`src/rtl/xor_key_sequencer.sv`:
```
// xor_key_sequencer: loads a key into an external 2**W x B register file, then
// XORs a byte stream against that key with a cycling index (encrypt == decrypt).
module xor_key_sequencer #(
    parameter int B = 8,
    parameter int W = 4
) (
    input  logic         clk,
    input  logic         clr_n,
    input  logic         key_start,
    input  logic         key_valid,
    input  logic [B-1:0] key_data,
    input  logic         key_last,
    output logic         key_ready,
    input  logic         in_valid,
    input  logic [B-1:0] in_data,
    output logic         in_ready,
    output logic         out_valid,
    output logic [B-1:0] out_data,
    input  logic         out_ready,
    output logic [W:0]   key_len,
    output logic         busy,
    output logic         rf_we,
    output logic [W-1:0] rf_wa,
    output logic [B-1:0] rf_wd,
    output logic [W-1:0] rf_ra,
    input  logic [B-1:0] rf_rd
);

    localparam logic [1:0] S_IDLE  = 2'd0;
    localparam logic [1:0] S_LOAD  = 2'd1;
    localparam logic [1:0] S_RUN   = 2'd2;
    localparam logic [1:0] S_DRAIN = 2'd3;

    localparam logic [W-1:0] PTR_ONE = {{(W-1){1'b0}}, 1'b1};
    localparam logic [W:0]   LEN_ONE = {{W{1'b0}}, 1'b1};

    logic [1:0]   r_state;
    logic [W-1:0] r_wr_ptr;
    logic [W-1:0] r_rd_ptr;
    logic [W:0]   r_key_len;
    logic         r_out_valid;
    logic [B-1:0] r_out_data;

    logic w_out_free;
    logic w_key_ready;
    logic w_in_ready;
    logic w_key_acc;
    logic w_in_acc;
    logic w_key_done;
    logic w_rd_wrap;

    always_comb begin
        w_out_free  = !r_out_valid || out_ready;
        w_key_ready = (r_state == S_LOAD) && !key_start;
        w_in_ready  = (r_state == S_RUN) && !key_start && w_out_free;
        w_key_acc   = key_valid && w_key_ready;
        w_in_acc    = in_valid && w_in_ready;
        w_key_done  = key_last || (r_wr_ptr == '1);
        w_rd_wrap   = ({1'b0, r_rd_ptr} == (r_key_len - LEN_ONE));
    end

    assign key_ready = w_key_ready;
    assign in_ready  = w_in_ready;
    assign out_valid = r_out_valid;
    assign out_data  = r_out_data;
    assign key_len   = r_key_len;
    assign busy      = (r_state == S_LOAD) || (r_state == S_DRAIN);
    assign rf_we     = w_key_acc;
    assign rf_wa     = r_wr_ptr;
    // Forced to zero in IDLE so every combinational output is quiet out of reset.
    assign rf_wd     = (r_state == S_IDLE) ? '0 : key_data;
    assign rf_ra     = r_rd_ptr;

    always_ff @(posedge clk or negedge clr_n) begin
        if (!clr_n) begin
            r_state     <= S_IDLE;
            r_wr_ptr    <= '0;
            r_rd_ptr    <= '0;
            r_key_len   <= '0;
            r_out_valid <= 1'b0;
            r_out_data  <= '0;
        end else begin
            case (r_state)
                S_IDLE: begin
                    if (key_start) begin
                        r_state  <= S_LOAD;
                        r_wr_ptr <= '0;
                    end
                end
                S_LOAD: begin
                    if (key_start) begin
                        r_wr_ptr <= '0;
                    end else if (w_key_acc) begin
                        r_wr_ptr <= r_wr_ptr + PTR_ONE;
                        if (w_key_done) begin
                            r_key_len <= {1'b0, r_wr_ptr} + LEN_ONE;
                            r_rd_ptr  <= '0;
                            r_state   <= S_RUN;
                        end
                    end
                end
                S_RUN: begin
                    if (key_start) begin
                        // A pending result that cannot leave this cycle is held in DRAIN.
                        if (w_out_free) begin
                            r_state  <= S_LOAD;
                            r_wr_ptr <= '0;
                            if (out_ready) begin
                                r_out_valid <= 1'b0;
                            end
                        end else begin
                            r_state <= S_DRAIN;
                        end
                    end else if (w_in_acc) begin
                        r_out_data  <= in_data ^ rf_rd;
                        r_out_valid <= 1'b1;
                        r_rd_ptr    <= w_rd_wrap ? '0 : (r_rd_ptr + PTR_ONE);
                    end else if (out_ready) begin
                        r_out_valid <= 1'b0;
                    end
                end
                S_DRAIN: begin
                    if (out_ready) begin
                        r_out_valid <= 1'b0;
                        r_state     <= S_LOAD;
                        r_wr_ptr    <= '0;
                    end
                end
                default: begin
                    r_state <= S_IDLE;
                end
            endcase
        end
    end

endmodule
```
`config.mk`:
```
export PLATFORM = sky130hd
export DESIGN_NAME = xor_key_sequencer
export DESIGN_NICKNAME = d
export VERILOG_FILES = /design/src/rtl/xor_key_sequencer.sv
export SDC_FILE = /design/constraint.sdc
export NUM_CORES = 1
export LEC_CHECK = 0
export BUFFER_PORTS_ARGS = -buffer_cell sky130_fd_sc_hd__buf_2
export CAP_MARGIN = 20
export CELL_PAD_IN_SITES_DETAIL_PLACEMENT = 1
export CELL_PAD_IN_SITES_GLOBAL_PLACEMENT = 2
export CORE_UTILIZATION = 27
export CTS_BUF_LIST = sky130_fd_sc_hd__clkbuf_8
export DETAILED_ROUTE_END_ITERATION = 6
export GPL_ROUTABILITY_DRIVEN = 0
export GPL_TIMING_DRIVEN = 0
export PLACE_DENSITY_LB_ADDON = 0.2
export SYNTH_ARGS = -nofsm -noshare
export SYNTH_HDL_FRONTEND = slang
export SYNTH_SLANG_ARGS = --single-unit
```
`constraint.sdc`:
```
create_clock -name clk -period 2.2 [get_ports clk]
set_clock_uncertainty 0.1 [all_clocks]
set_input_delay 0 -clock clk [delete_from_list [all_inputs] [get_ports clk]]
set_output_delay 0 -clock clk [all_outputs]
set_load 0.01 [all_outputs]
```
### Yosys cells after proc, flatten, opt, wreduce, memory -nomap -nowiden

Cells that the tools add are included.

* add/sub/neg operators: 4
* bitwise operators: 2
* equality and inequality tests: 16
* reductions and logical operators: 19
* multiplexer cells: 28

Operators with widths (count)
* 4-bit two-way mux: 12
* 2-bit != test (second input constant): 9
* 4-bit case mux with 4 select lines: 1
* 2-bit two-way mux: 7
* 6-bit AND reduction: 2
* 4-bit by 1-bit adder with 4-bit output (second input constant): 2
* 8-bit two-way mux: 1
* 2-bit case mux with 4 select lines: 1
* 4-bit case mux with 2 select lines: 1
* 8-bit XOR: 1
* 3-bit != test (second input constant): 2
* 4-bit by 1-bit adder with 5-bit output (second input constant): 1
* 4-bit by 5-bit equality test with 1-bit output: 1
* 1-bit logical AND: 5
* 5-bit AND reduction: 1
* 5-bit by 1-bit subtractor with 5-bit output (second input constant): 1
* 2-bit equality test (second input constant): 2
* 4-bit equality test (second input constant): 1
* 1-bit two-way mux: 4
* 4-bit AND reduction: 1
* 2-bit nonzero test: 2
* 1-bit logical OR: 3
* 3-bit AND reduction: 1
* 2-bit by 1-bit equality test with 1-bit output (second input constant): 1
* other kinds (5): 6

* bits of input ports: 31
* flip-flop bits (word level): 24

### Logic depth before layout (Yosys ltp)

Gate-level depths: netlist (run 1).

* depth after elaboration: 7
* mapped depth: 9
* gate-level depth less buffers: 7

### Least setup slack after synthesis (run 1)

No wires, ideal clock.

* kind: flip-flop to flip-flop
* start point: reg r_key_len[0] (netlist: key_len[0])
* end point: reg r_rd_ptr[2] (netlist: rf_ra[2])
* cell stages (with the launch flop): 8
* period minus slack after synthesis: 2019 ps
* arrival: 1801 ps
* setup slack: 181 ps
* cell sequence: dfrtp_1 -> inv_1 -> ha_1 -> nor3b_1 -> xor2_1 -> o41a_1 -> a21o_1 -> a21o_1

* word-level cells in the longest chain between the ends: 6

RTL lines
* start: declaration: line 40 `logic [W:0] r_key_len;`
* start signal: assignment: line 96 `r_key_len <= {1'b0, r_wr_ptr} + LEN_ONE;`
* 5-bit by 1-bit subtractor with 5-bit output: line 59 `w_rd_wrap = ({1'b0, r_rd_ptr} == (r_key_len - LEN_ONE));`
* 4-bit by 5-bit equality test with 1-bit output: line 59
* 4-bit two-way mux: line 117 `r_rd_ptr <= w_rd_wrap ? '0 : (r_rd_ptr + PTR_ONE);`
* 4-bit two-way mux: line 114 `end else if (w_in_acc) begin`
* 4-bit two-way mux: line 103 `if (key_start) begin`
* 4-bit case mux with 2 select lines: line 83 `case (r_state)`
* end signal: assignment: line 117
* end: declaration: line 39 `logic [W-1:0] r_rd_ptr;`

Every way passes these cells. The select of a mux whose other input is x is not followed.
A chain may end at the register's enable or synchronous reset.

### Final worst setup path (run 1)

Ends and elaborated chain as after synthesis.

==> metrics.txt, run 1 <==
Fmax 471.6 MHz; syn nets 187; CTS max path bufs 2; clock-pin slew on the worst setup and hold paths 0.09 ns; syn avg cell area 9.598 µm²; drt drc 0; Synth Flop Type dfrtp_1; post-synth top area share 0.4199; HPWL after detailed placement 3074 µm; Final Critical Period 2.121 ns; Core Box Area 5107 µm²; Sw Share 0.3781; CTS Buf Count 3; maximum vdd drop 0.3850 mV; critical path class flop to flop; synth warn 0; Starting Density 0.2800; largest net degree at the start of global routing 25; Pins Over Slew Limit 0; Comb pwr share 0.464; number of different library cells in the post-synthesis netlist 36; #FFs+latches synth 24; Leak 0.001078 µW; TritonCTS clock tree done; antenna-violating nets left 0; # H-tree levels 1; register area share after synthesis 0.4199; EDFF count, synth 0; Max Cap Viol 0; total wire length 4218 µm; area grow syn2layout 48.64%; DR vias 1406; post-placement cell count 283; total track usage 0.1561; Post-CTS Setup Inserts 0; die height 74.78 µm; sw power 761.3 µW; pre-CTS setup slack -0.1193 ns; Commonest cells post-synth dfrtp_1, o21ai_0, nand2_1; routed vias/inst 4.580; Layout Cells excl Fill 307; Critical Path AT 2.19 ns; critical-path maximum fanout 5; clk root buf clkbuf_8; Die Footprint 5592 µm²; Net count, final 276; most frequent cell after synthesis dfrtp_1; final setup TNS 0 ns; global-route wire length before repair 6610 µm; drt wl/cell 13.74 µm; Crit path required time 2.27 ns; Std-Cell Rows 26; Pint 1252 µW; Final period util 0.9639; Reg power frac 0.338; Syn Std Cell Area 1430 µm²; PnR worst setup slack 0.07948 ns; final setup fails 0; outcome complete, no violations; layout cell share with drive strength beyond 1 0.3502; hold_ws 0.06105 ns; Synth area leaders dfrtp_1, xnor2_1, o21ai_0, ha_1, nand2_1; Worst-Margin Slew 0.5694 ns; Async SR Flop Fraction 1.000; max_slew headroom 0.6204; Setup crit start kind flop; hold crit path type input port to flop; Clock Sinks 24; Post-Route Utilization 0.4162; vias in the first global route 1398; port bufs 64; # diodes 0; largest area contributor in the netlist dfrtp_1; DRT iter0 DRCs 30; Chip Width 74.78 µm; Setup crit end kind flop; gr ovfl total 0; clock share of power 0.197; DRT Pass-1 Iters 5; PD cells 947.1 nW/µm²; unrepaired setup endpoints after global routing yes; Synth Instances 149; antenna violations before repair 0; clk_lat worst skew 0.27 ns; final count of hold timing violations 0; io pins 65
[per-stage QoR]
stage / power (µW) / area [µm²]
3_3_place_gp: 1520 / 1838
2_1_floorplan: 1225 / 1430
5_1_grt: 2164 / 2126
6_report: 2013 / 2126
4_1_cts: 2025 / 2117
3_5_place_dp: 1571 / 1838
[path summary, 6_finish.rpt]
kind | startpoint | depth (start not counted) | slack, ns | endpoint
max in group asynchronous | clr_n | 2 | 1.47 | key_len[1]
min in group asynchronous | clr_n | 2 | 0.16 | key_len[3]
max | key_len[0] | 7 | 0.08 | rf_ra[2]
max reg2reg | key_len[0] | 7 | 0.08 | rf_ra[2]
min | key_valid | 4 | 0.06 | rf_wa[2]
min reg2reg | out_data[6] | 2 | 0.38 | out_data[6]
[routing by layer]
layer	share of wire	GRT usage	up-vias	wire length, µm
li1	-	-	686	-
met1	0.43	0.1888	687	1803
met2	0.53	0.2853	25	2249
met3	0.025	0.01874	8	104
met4	0.014	0.05451	0	61
met5	0	0	-	0
[sequential cells by signal, indices dropped and copies added, names as in the netlist]
name	cells
key_len	5
out_data	8
out_valid	1
r_state	2
rf_wa	4
rf_ra	4
[critical path, cell delays in order (launching register included)]
cell	delay, ns
dfrtp_1	0.46
inv_1	0.07
ha_1	0.22
nor3b_2	0.16
xor2_1	0.15
o41a_1	0.49
a21o_1	0.20
a21o_1	0.17
[placed cells by master (no fill, tap or decap), types with 2 or more instances in the layout]
cell type	instances
a21o_1	3
and2_1	2
ha_2	2
ha_1	5
nand3_1	3
buf_2	64
or2_2	2
dfrtp_1	24
nor2b_1	8
mux2_2	2
xnor2_1	13
inv_1	8
nand2_1	19
a21oi_1	2
o21ai_0	21
a22o_1	2
clkbuf_8	3
dlygate4sd3_1	20
nand2b_1	4
nor2_1	3
xor2_1	4
[cell families after synthesis]
group | count (synthesis) | synth area share
AND/OR/NAND/NOR | 49 | 0.1855
AO/OA/AOI/OAI | 39 | 0.1820
flip-flops | 24 | 0.4200
XOR/XNOR | 17 | 0.1041
buffers and inverters | 11 | 0.03150
adder cells (fa/ha/maj) | 7 | 0.06124
multiplexers | 2 | 0.01575
[power groups by stage]
stage                     logic, µW  registers (µW)  clock network (µW)
after floorplan                 506             719                   0
after global placement          843             678                   0
after detailed placement        884             687                   0
after CTS                       940             679                 406
after global routing           1050             700                 418
final                           935             681                 398
[final cells by class]
cell class | instances | area, µm²
buffer | 3 | 16.27
clock buffer | 3 | 41.29
clock inverter | 1 | 30.03
fill | 642 | 2982
inverter | 8 | 30.03
multi-input combinational | 114 | 799.5
sequential | 24 | 600.6
tap | 70 | 87.58
timing repair buffer | 84 | 520.5
[repair_timing]
item / in CTS / in global routing
hold buffers: 20 / 0
setup endpoints to repair: 3 / 6
gates resized for setup: 2 / 4
cloned: 0 / 0
hold endpoints to repair: 34 / 0
Note: power is estimated with default switching activity, not from simulation.
==> run 2: changes to the inputs <==
- BUFFER_PORTS_ARGS: -buffer_cell sky130_fd_sc_hd__buf_2 -> unset
- CORE_UTILIZATION: 27 -> 37
- DONT_BUFFER_PORTS: unset -> 1
- PLACE_DENSITY: unset -> 0.81
- PLACE_DENSITY_LB_ADDON: 0.2 -> unset
==> run 2 against run 1 <==
Compared with the run above:
- critical path depth did not move
- clock-buffer cell count rose by 1
- wire length fell by 10%
- largest power group is now sequential cells
- worst setup slack improved by 0.0024 ns
- register-to-register slack barely moved
- fmax rose by 0.11%
- highest routed layer unchanged
- final area fell by 13%
- power fell by 12%
- via count fell by 15%
- sequential power rose by 12%
- clock power fell by 24%
- combinational power fell by 24%
==> metrics.txt, run 2 (same netlist as run 1, synthesis figures left out) <==
Std-Cell Rows 22 (-15%); final setup TNS 0 ns (unchanged); Setup crit start kind flop; die height 64.17 µm (-14%); Pins Over Slew Limit 0 (unchanged); commonest non-fill, non-tap cell in the layout dlygate4sd3_1; # H-tree levels 1 (unchanged); max reg flops 8 (unchanged); Final Critical Period 2.118 ns (-0.002362 ns); Reg power frac 0.428 (+0.090); DRT Pass-1 Iters 4 (-1); Leak 0.0008124 µW (-25%); final instance area 1841 µm² (-13%); antenna violations before repair 0 (unchanged); Crit path required time 2.26 ns (about the same); critical path class flop to flop; hold_ws 0.01440 ns (-0.04665 ns); area grow syn2layout 28.70%; clk root buf clkbuf_8; drt wl/cell 16.73 µm (+22%); Starting Density 0.3877 (+0.1077); largest net degree at the start of global routing 25 (unchanged); Layout Cells excl Fill 226 (-26%); # diodes 0 (unchanged); crit path cell chain inv_1 > ha_1 > nor3b_2 > xor2_1 > o41a_1 > a21o_1 > a21o_1; vias in the first global route 1256 (-10%); io pins 65 (unchanged); DR vias 1198 (-15%); post-placement cell count 197 (-30%); Net count, final 217 (-21%); Setup crit end kind flop; CTS Buf Count 3 (unchanged); antenna-violating nets left 0 (unchanged); Chip Width 64.17 µm (-14%); final count of hold timing violations 0 (unchanged); clk_lat worst skew 0.26 ns (about the same); layout cell share with drive strength beyond 1 0.1292 (-0.2210); unrepaired setup endpoints after global routing yes; pre-CTS setup slack -0.04789 ns (+0.07146 ns); cell mode on critical path a21o_1; total track usage 0.1853 (+0.02918); Die Footprint 4118 µm² (-26%); Final period util 0.9628 (-0.001073); maximum vdd drop 0.4039 mV (+4.9%); PnR worst setup slack 0.08184 ns (+0.002362 ns); Pint 1059 µW (-15%); cell area after placement 1490 µm² (-19%); Critical Path AT 2.18 ns (about the same); hold crit path type input port to flop; outcome complete, no violations; routed vias/inst 5.301 (+16%); DRT iter0 DRCs 40 (+33%); Fmax 472.1 MHz (+0.11%); clock-pin slew on the worst setup and hold paths 0.09 ns (about the same); Sw Share 0.4037 (+0.02556); drt drc 0 (unchanged); Worst-Margin Slew 0.4004 ns (-0.1690 ns); Max Cap Viol 0 (unchanged); CTS max path bufs 2 (unchanged); max_slew headroom 0.7331 (+0.1127); sw power 716.8 µW (-5.9%); HPWL after detailed placement 2607 µm (-15%); clock share of power 0.170 (-0.027); Core Box Area 3689 µm² (-28%); total wire length 3780 µm (-10%); Clock Sinks 24 (unchanged); critical-path maximum fanout 5 (unchanged); final setup fails 0 (unchanged); slowest cell on the critical path o41a_1; Comb pwr share 0.402 (-0.062); gr ovfl total 0 (unchanged); TritonCTS clock tree done; global-route wire length before repair 5865 µm (-11%); port bufs 0 (-100%); commonest non-fill, non-tap cells in the layout dlygate4sd3_1, dfrtp_1, o21ai_0; delay of the slowest critical-path stage 0.50 ns (about the same); PD cells 964.7 nW/µm² (+1.9%)
-- run 2: changes by cell type in the layout (fill, tap and decap cells not counted), sizes merged --
cell	previous run	this run
buf	65	2
bufinv	1	0
clkbuf	5	6
dlygate4sd3	20	24
-- run 2: per-layer routing --
metal,wire length [µm],part of all wire,up-vias,track usage
met4,22,0.0058,0,0.05000
met1,1582,0.42,605,0.2201
li1,-,-,566,-
met5,0,0,-,0
met2,2042,0.54,25,0.3378
met3,132,0.035,2,0.03571
-- run 2: metrics by stage --
| stage | total power [µW] | utilization |
|---|---|---|
| final | 1776 | 0.4990 |
| after global routing | 1911 | 0.4990 |
| after CTS | 1757 | 0.4874 |
| after detailed placement | 1384 | 0.4040 |
| after global placement | 1325 | 0.4040 |
| after floorplan | 1225 | - |
-- run 2: cell type report --
| class | count | area [µm²] |
|---|---|---|
| fill | 435 | 1848 |
| multi-input combinational | 114 | 815.8 |
| sequential | 24 | 603.1 |
| timing repair buffer | 25 | 260.3 |
| tap | 48 | 60.06 |
| clock buffer | 4 | 55.05 |
| inverter | 8 | 30.03 |
| buffer | 3 | 16.27 |
-- run 2: power by group through the flow --
stage	clock network [µW]	logic (µW)	registers, µW
finish	301	714	760
global route	323	807	781
CTS	310	692	754
detailed placement	0	621	763
global placement	0	574	751
floorplan	0	506	719
-- run 2: worst max-delay path, delay by kind of cell (launching register included) --
kind / cells / cell delay, ns
AOI/OAI and AO/OA: 3 / 0.87
xor gates and xnor gates: 1 / 0.15
and+or+nand+nor: 1 / 0.17
DFF: 1 / 0.45
adders and majority gates: 1 / 0.22
buffers and inverters: 1 / 0.06
-- run 2: path summary, 6_finish.rpt --
check | slack (ns) | from | cells after the start | to
worst max-delay path | 0.08 | key_len[0] | 7 | rf_ra[2]
worst min-delay path | 0.01 | key_valid | 2 | rf_wa[1]
worst max register to register | 0.08 | key_len[0] | 7 | rf_ra[2]
worst min register to register | 0.46 | out_data[6] | 2 | out_data[6]
max in group asynchronous | 1.77 | clr_n | 2 | key_len[0]
min in group asynchronous | 0.07 | clr_n | 2 | key_len[2]
-- run 2: timing repair --
| item | 4_1_cts | 5_1_grt |
|---|---|---|
| endpoints found under the setup margin | 3 | 14 |
| buffers inserted | 0 | 0 |
| endpoints found under the hold margin | 37 | 6 |
| resized for setup | 1 | 9 |
| hold buffers | 24 | 1 |
==> run 3: changes to the inputs <==
- MAX_ROUTING_LAYER: unset -> met4
==> run 3 against run 2 <==
Compared with the run above:
- non-clock buffer count unchanged
- wire length decreased by 0.32%
- sequential share of layout area unchanged
- flip-flop and latch count unchanged
- worst setup slack about the same
- combinational power about the same
- final area unchanged
- sequential power about the same
- utilization unchanged
- power about the same
- critical path type unchanged
- highest routed layer unchanged
==> metrics.txt, run 3 (same netlist as run 1, synthesis figures left out) <==
# diodes 0 (unchanged); final setup TNS 0 ns (unchanged); Layout Cells excl Fill 226 (unchanged); CTS Buf Count 3 (unchanged); Critical Path AT 2.18 ns (about the same); reg2reg setup slack 0.08 ns (about the same); drt drc 0 (unchanged); Setup crit end kind flop; final instance area 1841 µm² (unchanged); Crit path required time 2.27 ns (about the same); antenna violations before repair 0 (unchanged); # H-tree levels 1 (unchanged); Final period util 0.9629 (about the same); Leak 0.0008124 µW (unchanged); port bufs 0 (unchanged); Final Critical Period 2.118 ns (+0.0001265 ns); antenna-violating nets left 0 (unchanged); total wire length 3768 µm (-0.32%); io pins 65 (unchanged); cell area after placement 1490 µm² (unchanged); total power 1777 µW (about the same); commonest non-fill, non-tap cells in the layout dlygate4sd3_1, dfrtp_1, o21ai_0; Die Footprint 4118 µm² (unchanged); Std-Cell Rows 22 (unchanged); unrepaired setup endpoints after global routing yes; die height 64.17 µm (unchanged); CTS max path bufs 2 (unchanged); hold crit path type input port to flop; Fmax 472.1 MHz (about the same); global-route wire length before repair 5830 µm (-0.60%); maximum vdd drop 0.4030 mV (-0.22%); max reg flops 8 (unchanged); Starting Density 0.3877 (unchanged); clock-pin slew on the worst setup and hold paths 0.09 ns (about the same); post-placement cell count 197 (unchanged); Worst-Margin Slew 0.3954 ns (-0.005033 ns); Setup crit start kind flop; layout cell share with drive strength beyond 1 0.1292 (unchanged); Post-CTS Setup Inserts 0 (unchanged); vias in the first global route 1259 (+0.24%); critical-path maximum fanout 5 (unchanged); final setup fails 0 (unchanged); clk_lat worst skew 0.27 ns (about the same); final count of hold timing violations 0 (unchanged); Max Cap Viol 0 (unchanged); drt wl/cell 16.67 µm (-0.32%); Pins Over Slew Limit 0 (unchanged); PD cells 965.3 nW/µm² (about the same); DRT Pass-1 Iters 4 (unchanged); total track usage 0.1897 (+0.004418); DR vias 1203 (+0.42%); Clock Sinks 24 (unchanged); DRT iter0 DRCs 39 (-2.5%); clk root buf clkbuf_8; area grow syn2layout 28.70% (unchanged); hold_ws 0.01332 ns (-0.001084 ns); Net count, final 217 (unchanged); Chip Width 64.17 µm (unchanged); critical path class flop to flop; HPWL after detailed placement 2607 µm (unchanged); max_slew headroom 0.7364 (+0.003356); largest net degree at the start of global routing 25 (unchanged); TritonCTS clock tree done; Core Box Area 3689 µm² (unchanged); routed vias/inst 5.323 (+0.42%); gr ovfl total 0 (unchanged); outcome complete, no violations; commonest non-fill, non-tap cell in the layout dlygate4sd3_1
==> run 3: timing repair <==
item	CTS	global route
hold buffers	24	1
hold endpoints to repair	37	6
endpoints found under the setup margin	3	14
gates resized for setup	1	9
==> run 3: area by class of cell <==
cell class | instances | area [µm²]
flip-flops and latches | 24 | 603.1
plain buffers | 3 | 16.27
fillers | 435 | 1848
repair buffers | 25 | 260.3
well taps | 48 | 60.06
multi-input cells | 114 | 815.8
inverters | 8 | 30.03
clock buffers | 4 | 55.05
==> run 3: final timing paths <==
| path | start | to | cells after the start |
|---|---|---|---|
| setup / recovery | key_len[0] | rf_ra[2] | 7 |
| hold / removal | key_valid | rf_wa[1] | 2 |
| setup reg to reg | key_len[0] | rf_ra[2] | 7 |
| hold reg to reg | out_data[6] | out_data[6] | 2 |
| max in group asynchronous | clr_n | key_len[0] | 2 |
| min in group asynchronous | clr_n | key_len[2] | 2 |
==> run 3: power breakdown <==
part	internal (µW)	leakage (µW)	switching, µW	total, µW
Sequential	567	0.000318	194	761
Clock	160	0.0000288	142	302
Combinational	332	0.000465	382	714
==> run 3: routing by layer <==
layer  wire length, µm  track usage  up-vias
met5                 0            -        -
met3               140      0.03571        4
li1                  -            -      566
met4                31      0.05000        0
met1              1547       0.2156      607
met2              2049       0.3404       26
==> run 3: worst max-delay path, stage by stage (launching register included) <==
cell and delay (ns):
dfrtp_2 0.45, inv_1 0.06, ha_1 0.22, nor3b_2 0.17, xor2_1 0.15, o41a_1 0.50, a21o_1 0.21, a21o_1 0.16
==> run 3: per-stage QoR <==
stage | setup slack (ns) | utilization
finish | 0.08172 | 0.4990
global route | -0.01707 | 0.4990
CTS | 0.005162 | 0.4874
detailed placement | -0.04789 | 0.4040
global placement | 0.02832 | 0.4040
floorplan | 0.1813 | -
